**src/rtl/snake_pkg.sv**
```systemverilog
`default_nettype none
// ============================================================================
//  Module      : snake_pkg
//  Description : Shared types and constants for the snake game blocks:
//                session state encoding, tick counter width, default
//                tick periods and the level-to-period helper.
//  Revision    : 1.0 - initial release
// ============================================================================
package snake_pkg;

    // Width of the movement tick counter and period register
    localparam int CNT_W = 30;

    // Default level-0 tick periods in 100 MHz clocks
    localparam int unsigned DEF_EASY_BASE = 2_500_000;
    localparam int unsigned DEF_HARD_BASE = 1_000_000;

    // Session state encoding, also presented on the state output
    typedef enum logic [1:0] {
        ST_IDLE  = 2'd0,
        ST_RUN   = 2'd1,
        ST_PAUSE = 2'd2,
        ST_OVER  = 2'd3
    } state_t;

    // Base period shortened by dec, floored at min_p; an oversized
    // decrement (which would wrap) also lands on the floor.
    function automatic logic [31:0] speed_period(
        input logic [31:0] base,
        input logic [31:0] dec,
        input logic [31:0] min_p
    );
        logic [31:0] v;
        if (dec >= base) begin
            v = min_p;
        end else if ((base - dec) < min_p) begin
            v = min_p;
        end else begin
            v = base - dec;
        end
        return v;
    endfunction

endpackage
`default_nettype wire

```
**src/rtl/snake_speed_ctrl_if.sv**
```systemverilog
`default_nettype none
// ============================================================================
//  Module      : snake_speed_ctrl_if
//  Description : Control bus between the button/collision/update logic
//                (master) and the snake game-rate controller (slave).
//  Revision    : 1.0 - initial release
// ============================================================================
interface snake_speed_ctrl_if;

    logic       sw;
    logic       start;
    logic       pause;
    logic       food_eaten;
    logic       game_over;
    logic       tick;
    logic [3:0] level;
    logic [1:0] state;

    modport master (
        output sw, start, pause, food_eaten, game_over,
        input  tick, level, state
    );

    modport slave (
        input  sw, start, pause, food_eaten, game_over,
        output tick, level, state
    );

endinterface
`default_nettype wire

```
**src/rtl/snake_tick_gen.sv**
```systemverilog
`default_nettype none
// ============================================================================
//  Module      : snake_tick_gen
//  Description : Movement tick generator. Counts enabled cycles up to the
//                current period, emits a registered one-cycle tick at the
//                wrap and only then adopts the next period, so a period is
//                never cut short mid-count.
//  Revision    : 1.0 - initial release
// ============================================================================
module snake_tick_gen
    import snake_pkg::*;
#(
    parameter int unsigned RESET_PERIOD = DEF_EASY_BASE
) (
    input  wire logic             clk,
    input  wire logic             reset,
    input  wire logic             en,
    input  wire logic             clr,
    input  wire logic             ld,
    input  wire logic [CNT_W-1:0] period_next,
    output logic                  tick
);

    logic [CNT_W-1:0] r_cnt;
    logic [CNT_W-1:0] r_period;
    logic             r_tick;

    // Counter, active period and tick strobe; clear wins over enable
    always_ff @(posedge clk or posedge reset) begin
        if (reset) begin
            r_cnt    <= '0;
            r_period <= CNT_W'(RESET_PERIOD);
            r_tick   <= 1'b0;
        end else begin
            r_tick <= 1'b0;
            if (clr) begin
                r_cnt <= '0;
                if (ld) begin
                    r_period <= period_next;
                end
            end else if (en) begin
                if (r_cnt == (r_period - CNT_W'(1))) begin
                    r_tick   <= 1'b1;
                    r_cnt    <= '0;
                    r_period <= period_next;
                end else begin
                    r_cnt <= r_cnt + CNT_W'(1);
                end
            end
        end
    end

    assign tick = r_tick;

endmodule
`default_nettype wire

```
**src/rtl/snake_speed_ctrl.sv**
```systemverilog
`default_nettype none
// ============================================================================
//  Module      : snake_speed_ctrl
//  Description : Snake game-rate controller. Sequences the session
//                (IDLE/RUN/PAUSE/OVER), owns the movement tick and raises
//                the speed level as food is eaten.
//                Build option: define SNAKE_SPEEDUP_EN to build the food
//                counter and level logic; otherwise level stays 0 and the
//                tick period is always the latched mode's base.
//  Revision    : 1.0 - initial release
// ============================================================================
module snake_speed_ctrl
    import snake_pkg::*;
#(
    parameter int unsigned EASY_BASE       = DEF_EASY_BASE,
    parameter int unsigned HARD_BASE       = DEF_HARD_BASE,
    parameter int unsigned STEP            = 100_000,
    parameter int unsigned MIN_PERIOD      = 250_000,
    parameter int unsigned FOODS_PER_LEVEL = 4,
    parameter int unsigned MAX_LEVEL       = 15
) (
    input  wire logic            clk,
    input  wire logic            reset,
    snake_speed_ctrl_if.slave    bus
);

    state_t           r_state;
    state_t           w_state_next;
    logic             w_start_go;
    logic             w_food_en;
    logic             w_run;
    logic             w_clr;
    logic             r_mode_easy;
    logic [3:0]       w_level;
    logic [31:0]      w_base_run;
    logic [31:0]      w_base_start;
    logic [CNT_W-1:0] w_period_next;
    logic             w_tick;

    // Session state register
    always_ff @(posedge clk or posedge reset) begin
        if (reset) begin
            r_state <= ST_IDLE;
        end else begin
            r_state <= w_state_next;
        end
    end

    // Next-state and per-cycle control; game_over beats pause beats food
    always_comb begin
        w_state_next = r_state;
        w_start_go   = 1'b0;
        w_food_en    = 1'b0;
        case (r_state)
            ST_IDLE, ST_OVER: begin
                if (bus.start) begin
                    w_state_next = ST_RUN;
                    w_start_go   = 1'b1;
                end
            end
            ST_RUN: begin
                if (bus.game_over) begin
                    w_state_next = ST_OVER;
                end else if (bus.pause) begin
                    w_state_next = ST_PAUSE;
                end else if (bus.food_eaten) begin
                    w_food_en = 1'b1;
                end
            end
            ST_PAUSE: begin
                if (bus.game_over) begin
                    w_state_next = ST_OVER;
                end else if (bus.pause) begin
                    w_state_next = ST_RUN;
                end
            end
            default: begin
                w_state_next = ST_IDLE;
            end
        endcase
    end

    // Mode is latched only when a session starts
    always_ff @(posedge clk or posedge reset) begin
        if (reset) begin
            r_mode_easy <= 1'b1;
        end else if (w_start_go) begin
            r_mode_easy <= bus.sw;
        end
    end

    assign w_base_run   = r_mode_easy ? 32'(EASY_BASE) : 32'(HARD_BASE);
    assign w_base_start = bus.sw      ? 32'(EASY_BASE) : 32'(HARD_BASE);

`ifdef SNAKE_SPEEDUP_EN
    localparam int FOOD_W = (FOODS_PER_LEVEL > 1) ? $clog2(FOODS_PER_LEVEL) : 1;

    logic [FOOD_W-1:0] r_food;
    logic [3:0]        r_level;
    logic [31:0]       w_period_run;

    // Food count wraps every FOODS_PER_LEVEL pulses and bumps the level
    always_ff @(posedge clk or posedge reset) begin
        if (reset) begin
            r_food  <= '0;
            r_level <= 4'd0;
        end else if (w_start_go) begin
            r_food  <= '0;
            r_level <= 4'd0;
        end else if (w_food_en) begin
            if (r_food == FOOD_W'(FOODS_PER_LEVEL - 1)) begin
                r_food <= '0;
                if (r_level != 4'(MAX_LEVEL)) begin
                    r_level <= r_level + 4'd1;
                end
            end else begin
                r_food <= r_food + FOOD_W'(1);
            end
        end
    end

    assign w_level      = r_level;
    assign w_period_run = speed_period(w_base_run, 32'(r_level) * 32'(STEP), 32'(MIN_PERIOD));
`else
    localparam int unsigned c_unused_params = STEP + MIN_PERIOD + FOODS_PER_LEVEL + MAX_LEVEL;

    logic        w_unused_food;
    logic [31:0] w_period_run;

    assign w_unused_food = bus.food_eaten ^ w_food_en;
    assign w_level       = 4'd0;
    assign w_period_run  = w_base_run;
`endif

    // A session starts at level 0 of the freshly sampled mode
    assign w_period_next = w_start_go ? CNT_W'(w_base_start) : CNT_W'(w_period_run);

    assign w_run = (r_state == ST_RUN);
    assign w_clr = (r_state == ST_IDLE) || (r_state == ST_OVER);

    snake_tick_gen #(
        .RESET_PERIOD (EASY_BASE)
    ) u_tick_gen (
        .clk         (clk),
        .reset       (reset),
        .en          (w_run),
        .clr         (w_clr),
        .ld          (w_start_go),
        .period_next (w_period_next),
        .tick        (w_tick)
    );

    assign bus.tick  = w_tick;
    assign bus.level = w_level;
    assign bus.state = r_state;

endmodule
`default_nettype wire

```
**src/flat_wrapper.sv**
```systemverilog
// flat-port wrapper written by rule: the top's interface ports become plain ports
module snake_speed_ctrl_flat import snake_pkg::*;
#(
    parameter int unsigned EASY_BASE       = DEF_EASY_BASE,
    parameter int unsigned HARD_BASE       = DEF_HARD_BASE,
    parameter int unsigned STEP            = 100_000,
    parameter int unsigned MIN_PERIOD      = 250_000,
    parameter int unsigned FOODS_PER_LEVEL = 4,
    parameter int unsigned MAX_LEVEL       = 15
)
  (clk, reset, bus_sw, bus_start, bus_pause, bus_food_eaten, bus_game_over, bus_tick, bus_level, bus_state);
  snake_speed_ctrl_if bus_i ();
  input  wire logic clk;
  input  wire logic reset;
  input wire logic [$bits(bus_i.sw)-1:0] bus_sw;
  input wire logic [$bits(bus_i.start)-1:0] bus_start;
  input wire logic [$bits(bus_i.pause)-1:0] bus_pause;
  input wire logic [$bits(bus_i.food_eaten)-1:0] bus_food_eaten;
  input wire logic [$bits(bus_i.game_over)-1:0] bus_game_over;
  output wire logic [$bits(bus_i.tick)-1:0] bus_tick;
  output wire logic [$bits(bus_i.level)-1:0] bus_level;
  output wire logic [$bits(bus_i.state)-1:0] bus_state;
  assign bus_i.sw = bus_sw;
  assign bus_i.start = bus_start;
  assign bus_i.pause = bus_pause;
  assign bus_i.food_eaten = bus_food_eaten;
  assign bus_i.game_over = bus_game_over;
  assign bus_tick = bus_i.tick;
  assign bus_level = bus_i.level;
  assign bus_state = bus_i.state;
  snake_speed_ctrl #(.EASY_BASE(EASY_BASE), .HARD_BASE(HARD_BASE), .STEP(STEP), .MIN_PERIOD(MIN_PERIOD), .FOODS_PER_LEVEL(FOODS_PER_LEVEL), .MAX_LEVEL(MAX_LEVEL)) u_core (.clk(clk), .reset(reset), .bus(bus_i));
endmodule
```
**config.mk**
```make
export PLATFORM = sky130hd
export DESIGN_NAME = snake_speed_ctrl_flat
export DESIGN_NICKNAME = d
export VERILOG_FILES = /design/src/rtl/snake_pkg.sv /design/src/rtl/snake_speed_ctrl_if.sv /design/src/rtl/snake_tick_gen.sv /design/src/rtl/snake_speed_ctrl.sv /design/src/flat_wrapper.sv
export SDC_FILE = /design/constraint.sdc
export NUM_CORES = 1
export LEC_CHECK = 0
export CAP_MARGIN = 20
export CORE_ASPECT_RATIO = 0.75
export CORE_MARGIN = 5
export CORE_UTILIZATION = 58
export CTS_CLUSTER_DIAMETER = 50
export CTS_CLUSTER_SIZE = 28
export DETAILED_ROUTE_END_ITERATION = 7
export PLACE_DENSITY = 0.78
export SYNTH_ARGS = -nofsm -noshare
export SYNTH_HDL_FRONTEND = slang
export SYNTH_SLANG_ARGS = --single-unit
```
**constraint.sdc**
```tcl
create_clock -name clk -period 3.2 [get_ports clk]
set_clock_uncertainty 0.1 [all_clocks]
set_input_delay 0.64 -clock clk [delete_from_list [all_inputs] [get_ports clk]]
set_output_delay 0.64 -clock clk [all_outputs]
set_load 0.02 [all_outputs]
```
==> results.txt <==
* Diode count: 0
* Final nets: 300
- Core region area: 4004 um2
- Type of the most critical hold path: flop to flop
* Routed via count: ~2000
- For this design, the sink count on the clock tree is 36.
- Wire length of the first global-routing pass: between 9000 and 10000 um
* Count of flip-flops with a built-in enable after synthesis: 0
- At the pin with the least slew margin, the transition time is 0.6671 ns.
* Number of search-and-repair iterations in the first detailed-routing pass: 4
- Count of distinct cell types in the synthesized netlist: 50
* Sequential fraction of design power: approximately 34%
- Main area contributors after synthesis: sky130_fd_sc_hd__dfrtp_1 36%, sky130_fd_sc_hd__nand2_1 5.2%, sky130_fd_sc_hd__mux2i_1 4.6%, sky130_fd_sc_hd__nand3_1 4.2%, sky130_fd_sc_hd__ha_1 3.7%
- Syn avg cell area: approximately 8.5 um2
- TritonCTS built the clock tree.
- In this run the register-to-register setup slack is 0.28 ns.
- Of the post-synthesis cell area, the dominant cell type holds 35.79%.
- Floorplan die width: 83.93 um
* Total detailed-routing wirelength: slightly above 5000 um
* DRC violations left: 0
- Counting the buffers created by CTS gives 5.
- Buffers added to address setup during post-CTS repair amount to 0.
- STA classifies the critical path endpoint as a flop.
* Final GP Congestion: around 0.86
* GRT overflow: 0
- Time the final worst path needs with I/O delays and setup: roughly 2.9 ns
* Status: complete, no violations
* Vias in the first global route: about 2000
- Detailed placement ended at an HPWL of 3576 um.
- Flip-flop and latch count after synthesis: 36
* Library cell occupying the most area in the post-synthesis netlist: sky130_fd_sc_hd__dfrtp_1
* Power share of the clock group: about a fifth
* Hold violation total from the final report: 0
- Cells with a size suffix above 1 make up under 10% of the layout.
- Number of instances resized during post-cts repair: 0
- WP data required: about 3.3 ns
* Global router's overall resource usage: around a fifth
- For this design the total switching power over the nets is 0.6858 mW.
* Fin. max-slew vios: 0
- The worst setup path is launched from a flop.
* Synth async-reset ratio: 100.0%
- Net switching fraction of the power: a little over two fifths
- Per-cell via count in the routed design: ~6.0
* Critical path data arrival time: approximately 3.0 ns
- Unrepaired setup endpoints after global routing: no
* Post-synthesis instance total: 280
- For this design, the CTS-stage hold fixing added 0 buffers.
- The analysis attributes to cell leakage a power of 1.068 nW.
* Reported max-cap violation count: 0
- The finished cells cover roughly 2600 um2.
- The H-tree was split into 2 levels.
* Clock latency at the later pin of the worst-skew pair: slightly below 0.3 ns
* Part of the Yosys area used for sequential elements: between 30 and 40%
* I/O pin count: 14
- Internal power comes to roughly 0.96 mW.
- Pwr per Cell Area: around 640 nW/um2
- Among all flip-flop cells after synthesis, the most frequent one is sky130_fd_sc_hd__dfrtp_1.
- Combinational logic burns between 40% and 50% of the power.
* Tcrit/Tclk final: between 90 and 100%
- Peak clock frequency supported by timing: 342.2 MHz
* Kind of critical path: flop to flop
- Final Setup Violations: 0
- The initial utilization of the core area, before any placement, comes to between 50% and 60%.
- Post-layout total power: 1.647 mW
* Die Ht: between 60 and 70 um
- Setup total negative slack on the finished layout was measured at 0 ns.
* Bufs on Longest Clock Path: 2
- Util after Layout: 64.47%
- In this run the worst path has a maximum fanout of 12.
- After clock tree synthesis, the clock-pin slew on the worst setup and hold paths is 0.07 ns.
- Relative to the synthesized area, the layout overhead comes to 8.579%.
- During synthesis, Yosys emitted a total of 0 warnings.
- The number of antenna violations at the first check in global routing was 0.
- In this run the tool buffered the top-level ports with 8 buffer cells.
- Wire per inst: between 15 and 20 um
- Number of standard-cell rows in the floorplan: 20
- Across all hold checks on the routed design, the worst slack comes to 0.4537 ns.
* Number of routed nets with antenna violations: 0
- The worst-case IR drop observed on VDD is about 490 uV.
- The die covers roughly 5500 um2.
* Relative slew slack: 55.12%
* Maximum number of pins on one net before global-route repair: 52
- In this run the cell area measured after placement is approximately 2500 um2.
- Initial detailed-routing violation count: between 100 and 150
- CTS root buffer: sky130_fd_sc_hd__clkbuf_8
- The synthesized netlist occupies a cell area of approximately 2400 um2.
[cells in the final DEF, fill, tap and decap left out, drive strengths merged, types with 2 or more instances in the layout]
master / instances
buf: 7
and2: 8
xnor2: 5
conb: 4
xor2: 2
nand4: 12
mux2i: 11
nor3: 6
o21ai: 16
nand2: 33
or3: 2
nor4b: 2
nor2: 19
o311ai: 4
inv: 14
o31ai: 7
a21oi: 8
ha: 7
dfrtp: 34
and3: 4
nor4: 6
nand2b: 3
or4: 2
and4: 5
a31oi: 6
dfstp: 2
o22ai: 3
a21o: 2
nand3: 20
clkbuf: 8
clkdlybuf4s50: 8
[cells by family after synthesis]
kind of cell / count (synthesis) / synth area share, %
xor gates and xnor gates: 7 / 2.579
DFF: 36 / 38.00
adders and majority gates: 7 / 3.684
and+or+nand+nor: 127 / 28.00
AOI/OAI and AO/OA: 57 / 16.11
muxes: 12 / 5.105
other: 1 / 0.1577
buffers and inverters: 33 / 6.368
[sequential cells by signal (all words and copies together) (netlist names)]
register,cells
u_core.u_tick_gen.r_cnt,30
u_core.bus.state,2
u_core.u_tick_gen.r_period,2
u_core.r_mode_easy,1
u_core.u_tick_gen.tick,1
[path summary, 6_finish.rpt]
kind                                                     start                             end  cells after the start
worst max register to register  u_core.u_tick_gen.r_period[13]      u_core.u_tick_gen.r_cnt[7]                      8
worst min register to register      u_core.u_tick_gen.r_cnt[1]      u_core.u_tick_gen.r_cnt[1]                      2
min in group asynchronous                                reset             u_core.bus.state[0]                      3
max in group asynchronous                                reset  u_core.u_tick_gen.r_period[13]                      3
worst min-delay path                u_core.u_tick_gen.r_cnt[1]      u_core.u_tick_gen.r_cnt[1]                      2
worst max-delay path            u_core.u_tick_gen.r_period[13]      u_core.u_tick_gen.r_cnt[7]                      8
[critical path, cell delays in order, from the launching register on]
cell,delay [ns]
sky130_fd_sc_hd__dfstp_2,0.59
sky130_fd_sc_hd__inv_1,0.07
sky130_fd_sc_hd__ha_1,0.24
sky130_fd_sc_hd__or4_1,0.44
sky130_fd_sc_hd__a222oi_1,0.56
sky130_fd_sc_hd__a41o_1,0.36
sky130_fd_sc_hd__buf_4,0.21
sky130_fd_sc_hd__or4_1,0.13
sky130_fd_sc_hd__o21ai_0,0.09
[synthesized netlist by cell type (3+ instances only)]
master / instances
sky130_fd_sc_hd__o311ai_0: 4
sky130_fd_sc_hd__xnor2_1: 5
sky130_fd_sc_hd__inv_1: 14
sky130_fd_sc_hd__o22ai_1: 3
sky130_fd_sc_hd__o21ai_0: 16
sky130_fd_sc_hd__nand4_1: 12
sky130_fd_sc_hd__buf_4: 5
sky130_fd_sc_hd__nand3_1: 20
sky130_fd_sc_hd__o31ai_1: 7
sky130_fd_sc_hd__nor4_1: 6
sky130_fd_sc_hd__nand2_1: 33
sky130_fd_sc_hd__clkbuf_1: 12
sky130_fd_sc_hd__ha_1: 7
sky130_fd_sc_hd__mux2i_1: 11
sky130_fd_sc_hd__and2_1: 8
sky130_fd_sc_hd__and4_1: 5
sky130_fd_sc_hd__nor3_1: 6
sky130_fd_sc_hd__and3_1: 4
sky130_fd_sc_hd__nor2_1: 19
sky130_fd_sc_hd__a31oi_1: 6
sky130_fd_sc_hd__a21oi_1: 8
sky130_fd_sc_hd__dfrtp_1: 34
[per-stage QoR]
stage,worst slack (ns),std cells
2_1_floorplan,0.5565,283
3_3_place_gp,0.3467,334
3_5_place_dp,0.2824,334
5_1_grt,0.1433,342
6_report,0.2779,342
4_1_cts,0.2697,342
[cell type report]
type / instances / area (um2)
clock buffer: 8 / 90.09
fill: 351 / 1423
inverter: 14 / 52.55
multi-input combinational: 214 / 1334
sequential: 36 / 903.4
tap: 55 / 68.82
timing repair buffer: 15 / 132.6
[power by group through the flow]
stage / Sequential [mW] / Combinational [mW] / Clock, mW
global route: 0.574 / 0.831 / 0.368
global placement: 0.571 / 0.729 / 0
detailed placement: 0.574 / 0.746 / 0
finish: 0.565 / 0.746 / 0.337
CTS: 0.564 / 0.751 / 0.340
floorplan: 0.573 / 0.564 / 0
[routing by layer]
metal | vias up | global-route usage (%) | wire [um]
li1 | 1030 | - | -
met1 | 959 | 27.52 | 2554
met3 | 8 | 6.391 | 267
met2 | 38 | 31.75 | 2297
met5 | - | 0 | 0
met4 | 0 | 7.028 | 61
Power figures use the tool's default switching activity.
